$ cat config.mk
export PLATFORM = sky130hd
export DESIGN_NAME = branch_predictor
export DESIGN_NICKNAME = d
export VERILOG_FILES = /design/src/rtl/branch_predictor_pkg.sv /design/src/rtl/branch_predictor_sat_counter2.sv /design/src/rtl/branch_predictor.sv
export SDC_FILE = /design/constraint.sdc
export NUM_CORES = 1
export LEC_CHECK = 0
export ABC_CLOCK_PERIOD_IN_PS = 2600
export CAP_MARGIN = 0
export CORE_MARGIN = 10
export CORE_UTILIZATION = 48
export DETAILED_ROUTE_END_ITERATION = 16
export PLACE_DENSITY = 0.8
export SYNTH_ARGS = -nofsm -noshare
export SYNTH_HDL_FRONTEND = slang
export SYNTH_HIERARCHICAL = 1
export SYNTH_SLANG_ARGS = --single-unit
$ cat constraint.sdc
create_clock -name clk_i -period 2.6 [get_ports clk_i]
set_clock_uncertainty 0.2 [all_clocks]
set_input_delay 0.39 -clock clk_i [delete_from_list [all_inputs] [get_ports clk_i]]
set_output_delay 0.39 -clock clk_i [all_outputs]
set_load 0.01 [all_outputs]
$ cat src/rtl/branch_predictor_pkg.sv
// Shared encodings and helpers for the 2-bit counter branch predictor.
package branch_predictor_pkg;

  typedef enum logic [1:0] {
    SNT = 2'b00,
    WNT = 2'b01,
    WT  = 2'b10,
    ST  = 2'b11
  } cnt_state_e;

  localparam int IDX_W_DEF = 4;
  localparam int ENTRIES   = 2 ** IDX_W_DEF;

  // Word index of a PC. The caller truncates it to its table index width.
  function automatic logic [31:0] pc_to_idx(input logic [31:0] pc);
    return pc >> 2;
  endfunction

endpackage

$ cat src/rtl/branch_predictor_sat_counter2.sv
// Next state of a 2-bit saturating counter, purely combinational.
module sat_counter2
  import branch_predictor_pkg::*;
(
  input  logic [1:0] state,
  input  logic       taken,
  output logic [1:0] next_state
);

  always_comb begin
    next_state = state;
    case (state)
      SNT: next_state = taken ? WNT : SNT;
      WNT: next_state = taken ? WT  : SNT;
      WT:  next_state = taken ? ST  : WNT;
      ST:  next_state = taken ? ST  : WT;
      default: next_state = state;
    endcase
  end

endmodule

$ cat src/rtl/branch_predictor.sv
// PC-indexed table of 2-bit counters: combinational ID prediction, EX-stage training
// with a one-cycle read-modify-write, plus saturating branch/mispredict statistics.
module branch_predictor
  import branch_predictor_pkg::*;
#(
  parameter int         IDX_W      = IDX_W_DEF,
  parameter logic [1:0] INIT_STATE = 2'b10,
  parameter int         CNT_W      = 32
) (
  input  logic             clk_i,
  input  logic             rst_i,
  input  logic [31:0]      ID_pc_i,
  input  logic             ID_Branch_i,
  output logic             ID_predict_o,
  input  logic             EX_Branch_i,
  input  logic [31:0]      EX_pc_i,
  input  logic             EX_zero_i,
  input  logic             EX_predict_i,
  output logic [CNT_W-1:0] branch_cnt_o,
  output logic [CNT_W-1:0] mispredict_cnt_o
);

  localparam int NUM_ENT = 2 ** IDX_W;

  logic [1:0]       r_table [NUM_ENT];
  logic [CNT_W-1:0] r_branch_cnt;
  logic [CNT_W-1:0] r_misp_cnt;

  logic [IDX_W-1:0] w_id_idx;
  logic [IDX_W-1:0] w_ex_idx;
  logic [1:0]       w_ex_cur;
  logic [1:0]       w_ex_next;
  logic             w_misp;

  assign w_id_idx = IDX_W'(pc_to_idx(ID_pc_i));
  assign w_ex_idx = IDX_W'(pc_to_idx(EX_pc_i));
  assign w_ex_cur = r_table[w_ex_idx];
  assign w_misp   = EX_predict_i ^ EX_zero_i;

  // No write bypass: a same-cycle update to this index shows up next cycle.
  assign ID_predict_o = r_table[w_id_idx][1] & ID_Branch_i & rst_i;

  sat_counter2 u_sat (
    .state      (w_ex_cur),
    .taken      (EX_zero_i),
    .next_state (w_ex_next)
  );

  always_ff @(posedge clk_i or negedge rst_i) begin
    if (!rst_i) begin
      for (int i = 0; i < NUM_ENT; i++) begin
        r_table[i] <= INIT_STATE;
      end
    end else if (EX_Branch_i) begin
      r_table[w_ex_idx] <= w_ex_next;
    end
  end

  always_ff @(posedge clk_i or negedge rst_i) begin
    if (!rst_i) begin
      r_branch_cnt <= '0;
      r_misp_cnt   <= '0;
    end else if (EX_Branch_i) begin
      if (r_branch_cnt != '1) begin
        r_branch_cnt <= r_branch_cnt + CNT_W'(1);
      end
      if (w_misp && (r_misp_cnt != '1)) begin
        r_misp_cnt <= r_misp_cnt + CNT_W'(1);
      end
    end
  end

  assign branch_cnt_o     = r_branch_cnt;
  assign mispredict_cnt_o = r_misp_cnt;

endmodule
==> results.py <==
metrics = {
    "detailed_routing": {
        "drt_iter0_drc": 211,
        "dr_total_vias": 3521,
        "wl_mm": 11.5,
        "via_per_inst": 5.62,
        "final_antenna_net_count": 0,
        "routedWlPerCell_um": 18.3,
        "drcViolationCount": 0,
        "drt_first_pass_iters": 5,
    },
    "global_route": {
        "grt_pass1_vias": 3714,
        "grt_pass1_wl_mm": 19.2,
        "grt.overflow.total": 0,
        "grt_usage": 0.163,
        "grt_max_degree": 50,
        "antenna_found_initial": 0,
    },
    "final_layout": {
        "area_growth_pct": 29.1,
        "finalNetCount": 561,
        "layout-drive-gt1-share": 0.241,
        "stdcell_area_sq_um": 6130,
        "num-fill-cells": 777,
        "multi_input_area_sq_um": 2300,
        "diodes": 0,
        "register_area_sq_um": 2420,
    },
    "synth": {
        "syn-cell-area_sq_um": 4740,
        "synth_commonest_cells": "dfrtp_1 (80), xnor2_1 (48), mux2_2 (33)",
        "synth_edf_count": 0,
        "yosysMostFrequentCell": "dfrtp_1",
        "yosysTopAreaCell": "dfrtp_1",
        "synthDistinctLibCells": 36,
        "synthFlopType": "dfrtp_1",
        "syn_avg_cell_area_sq_um": 12.3,
        "synth_top_area_frac": 0.422,
        "ys_seq_elements": 96,
        "syn_inst": 385,
        "synthTopCellsByArea": "dfrtp_1 (42%), dfstp_2 (8.9%), xnor2_1 (8.9%)",
        "ys_seq_area_frac": 0.511,
        "syn-num-nets": 457,
        "ys_warn_count": 6,
        "async_flop_share": 1.00,
    },
    "critical_path": {
        "worstRegToRegCells": 5,
        "start_kind": "primary input",
        "crit_fanout": 9,
        "cp-startpoint": "EX_pc_i[3]",
        "r2r_start": "r_table[3]",
        "arrival_ns": 2.65,
        "r2r_setup_slack_ns": 0.10,
        "required_ns": 2.69,
        "critPathKind": "in -> reg",
        "cp-endpoint": "r_table[11]",
        "r2r-end": "r_table[14]",
        "cp-end-kind": "flop",
    },
    "timing": {
        "rsz0062_at_grt": "true",
        "tightest_slew_ns": 0.705,
        "finalHoldViolCount": 0,
        "setup_tns_ns": 0,
        "final-max-slew-violation-count": 0,
        "fmax_mhz": 391,
        "slew_headroom": 0.525,
        "layout_min_cycle_time_ns": 2.56,
        "fin_crit_sh": 0.984,
        "finalSetupViolations": 0,
    },
    "clock_network": {
        "numCtsBuffers": 9,
        "cts_sinks": 96,
        "cts_root_buffer": "clkbuf_8",
        "clockBufferDepth": 2,
        "clk_latency_ns": 0.37,
        "h-tree-depth": 3,
        "cts.clk_slew.worst_paths_ns": 0.09,
        "cts_tree": "yes",
    },
    "flow_run": {
        "maxCapViolCount": 0,
    },
    "placed_design": {
        "routabilityCongestion": 0.874,
        "dpl.hpwl_mm": 8.13,
        "port_buffers": 78,
        "place_area_sq_um": 5830,
    },
    "floorplan": {
        "row_count": 36,
        "dieArea_sq_um": 14300,
        "die-width_um": 119,
        "die_h_um": 119,
        "ios": 135,
        "coreArea_sq_um": 9680,
        "initial_core_util": 0.490,
    },
    "min_path": {
        "hp-class": "reg -> reg",
    },
    "pwr": {
        "pwr_density_cell_nw_per_um2": 698,
        "leakage_uw": 0.00251,
        "irDropWorstVdd_mv": 0.326,
    },
    "status": {
        "status": "completed",
    },
}
-- state kept, by name, summed over array words and instances (netlist names) --
name and cells:
mispredict_cnt_o 32, r_table 32, branch_cnt_o 32
-- critical path, stage by stage --
cell	delay, ns
clkdlybuf4s50_1	0.46
buf_4	0.19
mux4_2	0.36
mux4_2	0.54
maj3_4	0.41
mux2_2	0.29
-- cell families (layout without fill, tap and decap cells) --
logic type,after synthesis,count (layout),share of synthesized area
AO/OA/AOI/OAI,8,8,0.0240
XOR/XNOR,62,62,0.114
adder cells (fa/ha/maj),4,6,0.0100
buffers and inverters,15,122,0.0124
flip-flops,96,96,0.511
multiplexers,49,49,0.153
AND/OR/NAND/NOR,151,151,0.176
-- power by group --
group          switching (uW)  internal (uW)  leakage, uW  total (uW)
clock network             510            566     0.000110        1080
registers                 260           1820      0.00123        2080
logic                     472            647      0.00117        1120
-- routing by layer --
layer	global-route usage	part of all wire	routed length, um	vias to the layer above
met5	0	0	0	-
met4	0.0664	0.018	212	0
met3	0.0435	0.054	620	19
met2	0.274	0.50	5750	96
met1	0.195	0.43	4890	1788
li1	-	-	-	1618
-- timing repair --
action	in CTS	in global routing
pin swaps	2	4
cloned	3	0
hold endpoints to repair	40	0
gates resized for setup	11	4
hold buffers	1	0
setup endpoints to repair	33	19
setup buffers	1	0
-- final cells by class --
cell class              count  area share
repair buffers            103       0.166
well taps                 133      0.0272
flip-flops and latches     96       0.395
multi-input cells         276       0.375
clock inverters             4      0.0114
clock buffers              12      0.0237
inverters                   3     0.00184
-- worst min path at each step --
stage / slack [ns] / endpoint / from / cells after the start
after global routing: 0.32 / branch_cnt_o[8] / branch_cnt_o[8] / 1
after detailed placement: 0.28 / branch_cnt_o[8] / branch_cnt_o[8] / 1
after CTS: 0.30 / branch_cnt_o[8] / branch_cnt_o[8] / 1
final: 0.30 / branch_cnt_o[8] / branch_cnt_o[8] / 1
after floorplan: -0.11 / branch_cnt_o[0] / rst_i / 0
after global placement: 0.28 / branch_cnt_o[16] / branch_cnt_o[16] / 1
-- through the flow --
step	power [uW]	std cells	util	hold WS [ns]	setup slack, ns
after floorplan	2670	385	-	-0.106	0.0164
after global placement	3100	606	0.602	0.282	-0.637
after detailed placement	3160	606	0.602	0.283	-0.663
after CTS	4290	627	0.632	0.295	0.00191
after global routing	4480	627	0.633	0.317	-0.0143
final	4280	627	0.633	0.295	0.0406
-- layout by cell type (no fill, tap or decap), types with 2 or more instances in the layout --
master           netlist  final
buf_4                  0     22
xor2_1                14     14
clkdlybuf4s50_1        0     73
mux2_2                33     33
clkbuf_8               0     10
clkinv_2               0      2
and4_1                 6      6
dfrtp_1               80     80
dfstp_2               16     16
maj3_2                 2      2
maj3_4                 0      2
clkbuf_1              10      2
nor3b_1                2      2
nor4_1                 3      3
xnor2_1               48     48
nand2b_1               3      3
mux4_2                15     15
buf_12                 0      2
nand2_1               20     20
inv_1                  3      3
nor2_1                21     21
bufinv_16              0      2
and2_1                 5      5
or4_1                  2      2
nand3b_1               4      4
or3_1                  3      3
and3_1                12     11
ha_1                   2      2
nand3_1               27     27
nor3_1                11     11
nand4_1               30     30
No activity file was read; power rests on OpenSTA's default activity.
